[config.mk]
export PLATFORM = sky130hd
export DESIGN_NAME = ps2_scan_decoder
export DESIGN_NICKNAME = d
export VERILOG_FILES = /design/src/rtl/ps2_scan_decoder.sv
export SDC_FILE = /design/constraint.sdc
export NUM_CORES = 1
export LEC_CHECK = 0
export BUFFER_PORTS_ARGS = -buffer_cell sky130_fd_sc_hd__buf_2
export CAP_MARGIN = 20
export CORE_ASPECT_RATIO = 0.7
export CORE_MARGIN = 1
export CORE_UTILIZATION = 48
export CTS_CLUSTER_DIAMETER = 30
export CTS_CLUSTER_SIZE = 25
export DETAILED_ROUTE_END_ITERATION = 8
export MAX_ROUTING_LAYER = met4
export PLACE_DENSITY = 0.8
export SLEW_MARGIN = 20
export SYNTH_ARGS = -nofsm -noshare
export SYNTH_HDL_FRONTEND = slang
export SYNTH_SLANG_ARGS = --single-unit
[constraint.sdc]
create_clock -name clk_i -period 1.7 [get_ports clk_i]
set_input_delay 0.34 -clock clk_i [delete_from_list [all_inputs] [get_ports clk_i]]
set_output_delay 0.34 -clock clk_i [all_outputs]
set_load 0.1 [all_outputs]
[src/rtl/ps2_scan_decoder.sv]
// Set-2 scan-code decoder: strips E0/F0/E1 prefixes and emits one-cycle key events with live modifier state.
// Optional ASCII translation is built only when PS2_DEC_ASCII_EN is defined; otherwise ascii_o is tied to 00.
module ps2_scan_decoder #(
  parameter int PAUSE_LEN = 7
) (
  input  logic       clk_i,
  input  logic       rst_i,
  input  logic       byte_vld_i,
  input  logic [7:0] byte_in_i,
  output logic       key_vld_o,
  output logic [7:0] key_code_o,
  output logic       key_ext_o,
  output logic       key_brk_o,
  output logic       mod_shift_o,
  output logic       mod_ctrl_o,
  output logic       caps_lock_o,
  output logic [7:0] ascii_o
);

  localparam int CW = (PAUSE_LEN < 2) ? 1 : $clog2(PAUSE_LEN + 1);

  typedef enum logic [2:0] {IDLE, EXT, BRK, EXT_BRK, PAUSE} state_e;

  state_e        state_q, state_d;
  logic [CW-1:0] cnt_q, cnt_d;
  logic          emit, emit_ext, emit_brk;
  logic          is_ign, is_pfx;
  logic          lshift_q, lshift_d, rshift_q, rshift_d;
  logic          lctrl_q, lctrl_d, rctrl_q, rctrl_d;
  logic          caps_q, caps_d, caps_held_q, caps_held_d;
  logic          key_vld_q, key_ext_q, key_brk_q, mod_shift_q, mod_ctrl_q;
  logic [7:0]    key_code_q, ascii_q, ascii_d;

  assign is_ign = byte_in_i inside {8'h00, 8'hAA, 8'hEE, 8'hFA, 8'hFC, 8'hFD, 8'hFE, 8'hFF};
  assign is_pfx = byte_in_i inside {8'hE0, 8'hF0, 8'hE1};

  always_comb begin
    state_d  = state_q;
    cnt_d    = cnt_q;
    emit     = 1'b0;
    emit_ext = 1'b0;
    emit_brk = 1'b0;
    if (byte_vld_i) begin
      case (state_q)
        IDLE: begin
          if (is_ign) state_d = IDLE;
          else if (byte_in_i == 8'hE0) state_d = EXT;
          else if (byte_in_i == 8'hF0) state_d = BRK;
          else if (byte_in_i == 8'hE1) begin
            state_d = PAUSE;
            cnt_d   = CW'(PAUSE_LEN);
          end else emit = 1'b1;
        end
        EXT: begin
          if (is_ign) state_d = IDLE;
          else if (byte_in_i == 8'hF0) state_d = EXT_BRK;
          else if (byte_in_i == 8'hE0) state_d = EXT;
          else begin
            emit     = 1'b1;
            emit_ext = 1'b1;
            state_d  = IDLE;
          end
        end
        BRK, EXT_BRK: begin
          // A prefix after F0 is a protocol error; drop the whole sequence silently.
          state_d = IDLE;
          if (!is_ign && !is_pfx) begin
            emit     = 1'b1;
            emit_ext = (state_q == EXT_BRK);
            emit_brk = 1'b1;
          end
        end
        PAUSE: begin
          if (cnt_q <= CW'(1)) begin
            cnt_d   = '0;
            state_d = IDLE;
          end else cnt_d = cnt_q - CW'(1);
        end
        default: state_d = IDLE;
      endcase
    end
  end

`ifdef PS2_DEC_ASCII_EN
  function automatic logic [7:0] set2_ascii(input logic [7:0] code, input logic shift,
                                            input logic caps);
    logic [7:0] base, alt;
    logic       letter;
    base = 8'h00;
    alt  = 8'h00;
    case (code)
      8'h1C: base = "a";  8'h32: base = "b";  8'h21: base = "c";  8'h23: base = "d";
      8'h24: base = "e";  8'h2B: base = "f";  8'h34: base = "g";  8'h33: base = "h";
      8'h43: base = "i";  8'h3B: base = "j";  8'h42: base = "k";  8'h4B: base = "l";
      8'h3A: base = "m";  8'h31: base = "n";  8'h44: base = "o";  8'h4D: base = "p";
      8'h15: base = "q";  8'h2D: base = "r";  8'h1B: base = "s";  8'h2C: base = "t";
      8'h3C: base = "u";  8'h2A: base = "v";  8'h1D: base = "w";  8'h22: base = "x";
      8'h35: base = "y";  8'h1A: base = "z";
      8'h45: begin base = "0"; alt = ")"; end
      8'h16: begin base = "1"; alt = "!"; end
      8'h1E: begin base = "2"; alt = "@"; end
      8'h26: begin base = "3"; alt = "#"; end
      8'h25: begin base = "4"; alt = "$"; end
      8'h2E: begin base = "5"; alt = "%"; end
      8'h36: begin base = "6"; alt = "^"; end
      8'h3D: begin base = "7"; alt = "&"; end
      8'h3E: begin base = "8"; alt = "*"; end
      8'h46: begin base = "9"; alt = "("; end
      8'h0E: begin base = 8'h60; alt = 8'h7E; end
      8'h4E: begin base = 8'h2D; alt = 8'h5F; end
      8'h55: begin base = 8'h3D; alt = 8'h2B; end
      8'h54: begin base = 8'h5B; alt = 8'h7B; end
      8'h5B: begin base = 8'h5D; alt = 8'h7D; end
      8'h5D: begin base = 8'h5C; alt = 8'h7C; end
      8'h4C: begin base = 8'h3B; alt = 8'h3A; end
      8'h52: begin base = 8'h27; alt = 8'h22; end
      8'h41: begin base = 8'h2C; alt = 8'h3C; end
      8'h49: begin base = 8'h2E; alt = 8'h3E; end
      8'h4A: begin base = 8'h2F; alt = 8'h3F; end
      8'h29: begin base = 8'h20; alt = 8'h20; end
      8'h5A: begin base = 8'h0D; alt = 8'h0D; end
      8'h66: begin base = 8'h08; alt = 8'h08; end
      default: begin base = 8'h00; alt = 8'h00; end
    endcase
    letter = (base >= "a") && (base <= "z");
    if (letter) return (shift ^ caps) ? (base - 8'h20) : base;
    return shift ? alt : base;
  endfunction
`endif

  // Modifiers and caps are resolved here so the event carries its own effect on them.
  always_comb begin
    lshift_d    = lshift_q;
    rshift_d    = rshift_q;
    lctrl_d     = lctrl_q;
    rctrl_d     = rctrl_q;
    caps_d      = caps_q;
    caps_held_d = caps_held_q;
    ascii_d     = 8'h00;
    if (emit) begin
      if (!emit_ext && byte_in_i == 8'h12) lshift_d = !emit_brk;
      if (!emit_ext && byte_in_i == 8'h59) rshift_d = !emit_brk;
      if (!emit_ext && byte_in_i == 8'h14) lctrl_d  = !emit_brk;
      if ( emit_ext && byte_in_i == 8'h14) rctrl_d  = !emit_brk;
      if (!emit_ext && byte_in_i == 8'h58) begin
        if (emit_brk) caps_held_d = 1'b0;
        else begin
          if (!caps_held_q) caps_d = !caps_q;
          caps_held_d = 1'b1;
        end
      end
`ifdef PS2_DEC_ASCII_EN
      if (!emit_ext && !emit_brk) ascii_d = set2_ascii(byte_in_i, lshift_d | rshift_d, caps_d);
`endif
    end
  end

  always_ff @(posedge clk_i or posedge rst_i) begin
    if (rst_i) begin
      state_q     <= IDLE;
      cnt_q       <= '0;
      lshift_q    <= 1'b0;
      rshift_q    <= 1'b0;
      lctrl_q     <= 1'b0;
      rctrl_q     <= 1'b0;
      caps_q      <= 1'b0;
      caps_held_q <= 1'b0;
      key_vld_q   <= 1'b0;
      key_code_q  <= 8'h00;
      key_ext_q   <= 1'b0;
      key_brk_q   <= 1'b0;
      ascii_q     <= 8'h00;
      mod_shift_q <= 1'b0;
      mod_ctrl_q  <= 1'b0;
    end else begin
      state_q     <= state_d;
      cnt_q       <= cnt_d;
      lshift_q    <= lshift_d;
      rshift_q    <= rshift_d;
      lctrl_q     <= lctrl_d;
      rctrl_q     <= rctrl_d;
      caps_q      <= caps_d;
      caps_held_q <= caps_held_d;
      key_vld_q   <= emit;
      mod_shift_q <= lshift_d | rshift_d;
      mod_ctrl_q  <= lctrl_d | rctrl_d;
      if (emit) begin
        key_code_q <= byte_in_i;
        key_ext_q  <= emit_ext;
        key_brk_q  <= emit_brk;
        ascii_q    <= ascii_d;
      end
    end
  end

  assign key_vld_o   = key_vld_q;
  assign key_code_o  = key_code_q;
  assign key_ext_o   = key_ext_q;
  assign key_brk_o   = key_brk_q;
  assign mod_shift_o = mod_shift_q;
  assign mod_ctrl_o  = mod_ctrl_q;
  assign caps_lock_o = caps_q;
  assign ascii_o     = ascii_q;

endmodule

==> impl_metrics.py <==
metrics = {
    "placement": {
        "dp_hpwl_mm": 2.62,
        "dpl-instance-area_sq_um": 1850,
        "dp_slack_ns": -0.246,
        "port-buffer-count": 24,
        "gp_congestion": 0.926,
        "placed_cells": 225,
    },
    "logic_synthesis": {
        "synth_cell_types": 47,
        "synthAdderAreaFrac_pct": 1.73,
        "synth-xor-area-share_pct": 1.21,
        "synth_enable_flop_cells": 0,
        "synth_seq_cells": 25,
        "synth_top_family_by_area": "simple AND/OR/NAND/NOR gates",
        "ys.flop_type": "dfrtp_1",
        "synth_compound_gate_area_share_pct": 14.4,
        "syn_area_sq_um": 1450,
        "ys_seq_area_share_pct": 43.2,
        "async_flop_share_pct": 100,
        "avgSynthCellArea_sq_um": 10.4,
        "synth_warnings": 0,
        "synth_simple_gate_area_share_pct": 21.3,
        "muxShareOfSynthArea_pct": 10.1,
        "synth_cells": 139,
    },
    "global_routing": {
        "grt_pass1_vias": 1146,
        "grt_max_degree": 26,
        "grt.overflow.total": 0,
        "track_usage_pct": 24.1,
        "antenna_found_initial": 0,
        "grt_pass1_wl_mm": 5.33,
    },
    "cells_and_area": {
        "n_antenna_cell": 0,
        "layout.nets": 207,
        "final_core_util_pct": 68.5,
        "mostFrequentLayoutCells": "buf_4 (30), dfrtp_1 (25), buf_2 (24), nand2_1 (13), mux2_4 (9)",
        "mostFrequentLayoutCell": "buf_4",
        "n_fill_cell": 216,
        "final_cells": 229,
        "synthToLayoutAreaGrowth_pct": 33.5,
        "finalInstanceArea_sq_um": 1930,
        "largest_reg_flops": 8,
        "drive_gt1_share_pct": 47.2,
    },
    "routing": {
        "drt-initial-drc-count": 54,
        "drcViolationCount": 0,
        "detail-route-antenna-nets": 0,
        "dr.pass1.iters": 4,
        "wirelength_mm": 3.41,
        "vias": 1250,
        "wl_per_cell_um": 14.9,
        "routed_via_density": 5.46,
    },
    "die": {
        "die_area_sq_um": 3240,
        "rows": 16,
        "die_x_um": 67.6,
        "start_util_pct": 51.3,
        "core_area_sq_um": 2820,
        "io_pins": 33,
        "die_h_um": 47.9,
    },
    "power": {
        "p_int_mw": 1.59,
        "p_sw_share_pct": 53.1,
        "p_clk_share_pct": 10.2,
        "p_switching_mw": 1.80,
        "power_leakage_nw": 0.941,
        "comb_power_share_pct": 62.9,
        "peakVddDrop_mv": 1.71,
        "seqPwrFrac_pct": 26.9,
        "p_per_area_nw_per_um2": 1750,
    },
    "sta": {
        "period_share_pct": 96.1,
        "fin_crit_ns": 1.63,
        "rsz0062_at_grt": "no",
        "worst_slack_ns": 0.0655,
        "finalHoldViolations": 0,
        "fin_tns_setup_ns": 0,
        "clock.fmax_mhz": 612,
        "finClkSkew_ns": 0.00761,
        "drv_slew": 0,
        "setup_viol": 0,
    },
    "critical_path": {
        "cp-end-kind": "flip-flop",
        "crit_arrival_ns": 1.79,
        "required_ns": 1.86,
        "critPathMaxFanout": 4,
        "crit_type": "in2reg",
        "crit_start": "byte_in_i[2]",
        "critPathLaunchType": "input pin",
        "r2r_start": "cnt_q[0]$_DFFE_PP0P_",
    },
    "clocking": {
        "cts.path.max_buffers": 2,
        "cts_root_buf": "clkbuf_8",
        "hold_buffers": 0,
        "cts_sinks": 25,
        "htree_levels": 1,
        "cts_buffers": 3,
        "path_clk_slew_ns": 0.09,
        "cts_tree": "done",
        "insertion_delay_ns": 0.27,
    },
    "run_status": {
        "status": "complete, no violations",
    },
    "worst_hold_path": {
        "hp-class": "in2async",
    },
    "run": {
        "cap_violations": 0,
    },
}
-- area by class of cell --
cell class	count	area [sq um]	area share (%)
clock buffers	3	41.3	2.14
clock inverters	1	5.00	0.259
inverters	6	22.5	1.17
multi-input cells	103	828	42.8
flip-flops and latches	25	626	32.4
well taps	36	45.0	2.33
repair buffers	55	365	18.9
-- kinds of logic after synthesis --
| kind of cell | count (synthesis) |
|---|---|
| buffers and inverters | 18 |
| AND/OR/NAND/NOR | 53 |
| adder cells (fa/ha/maj) | 2 |
| AO/OA/AOI/OAI | 26 |
| XOR/XNOR | 2 |
| other | 1 |
| flip-flops | 25 |
| multiplexers | 12 |
-- Yosys cell counts, drive strengths merged, types with 2 or more instances --
cell	number	share of area (%)
and3	3	1.5
nor4	3	1.3
mux2	12	10
dfrtp	25	43
inv	6	1.6
nand2	13	3.4
ha	2	1.7
nor3	7	2.4
nor2b	2	0.86
nor4b	2	1.2
buf	11	6.0
nand4	3	1.3
a21oi	4	1.4
o22a	2	1.2
o31ai	2	1.0
o21bai	2	1.0
nor2	7	1.8
o21ai	4	1.4
o2111ai	2	1.2
and4b	2	1.5
nand3	5	2.6
-- worst max-delay path: stages --
cell     delay (ns)
buf_2          0.11
and2b_2        0.25
a41oi_4        0.25
nand3_4        0.12
buf_4          0.17
nor3_1         0.20
mux2_2         0.35
-- per-layer routing --
| metal | part of all wire (%) | vias up | global-route usage (%) |
|---|---|---|---|
| met5 | 0 | - | - |
| met4 | 0.73 | 0 | 4.68 |
| met3 | 6.3 | 6 | 6.90 |
| met2 | 46 | 42 | 39.0 |
| met1 | 46 | 601 | 30.5 |
| li1 | - | 601 | - |
-- through the flow --
stage | hold WS [ns] | power (mW)
floorplan | 0.367 | 2.50
global placement | 0.398 | 2.91
detailed placement | 0.401 | 2.97
CTS | 0.107 | 3.32
global route | 0.132 | 3.55
finish | 0.0923 | 3.39
-- power groups by stage --
stage	clock network [mW]	logic, mW	registers [mW]
3_5_place_dp	0	2.06	0.913
6_report	0.347	2.13	0.910
5_1_grt	0.382	2.22	0.941
4_1_cts	0.360	2.06	0.905
2_1_floorplan	0	0.705	1.80
3_3_place_gp	0	2.01	0.898
-- final timing paths --
| check | cells past startpoint | slack [ns] | to |
|---|---|---|---|
| min in group clk_i | 3 | 0.40 | key_ext_o$_DFFE_PP0N_ |
| max | 7 | 0.07 | caps_held_q$_DFFE_PP0P_ |
| min | 3 | 0.09 | key_code_o[3]$_DFFE_PP0N_ |
| min reg2reg | 1 | 0.48 | caps_lock_o$_DFFE_PP0P_ |
| max in group asynchronous | 3 | 1.36 | key_code_o[5]$_DFFE_PP0N_ |
| max reg2reg | 6 | 0.08 | state_q[2]$_DFFE_PP0P_ |
-- repair_timing --
action                                  CTS  global route
setup buffers                             0             0
pin swaps                                 0             1
gates resized for setup                   1             8
endpoints found under the setup margin    1             3
Note: power is estimated with default switching activity, not from simulation.
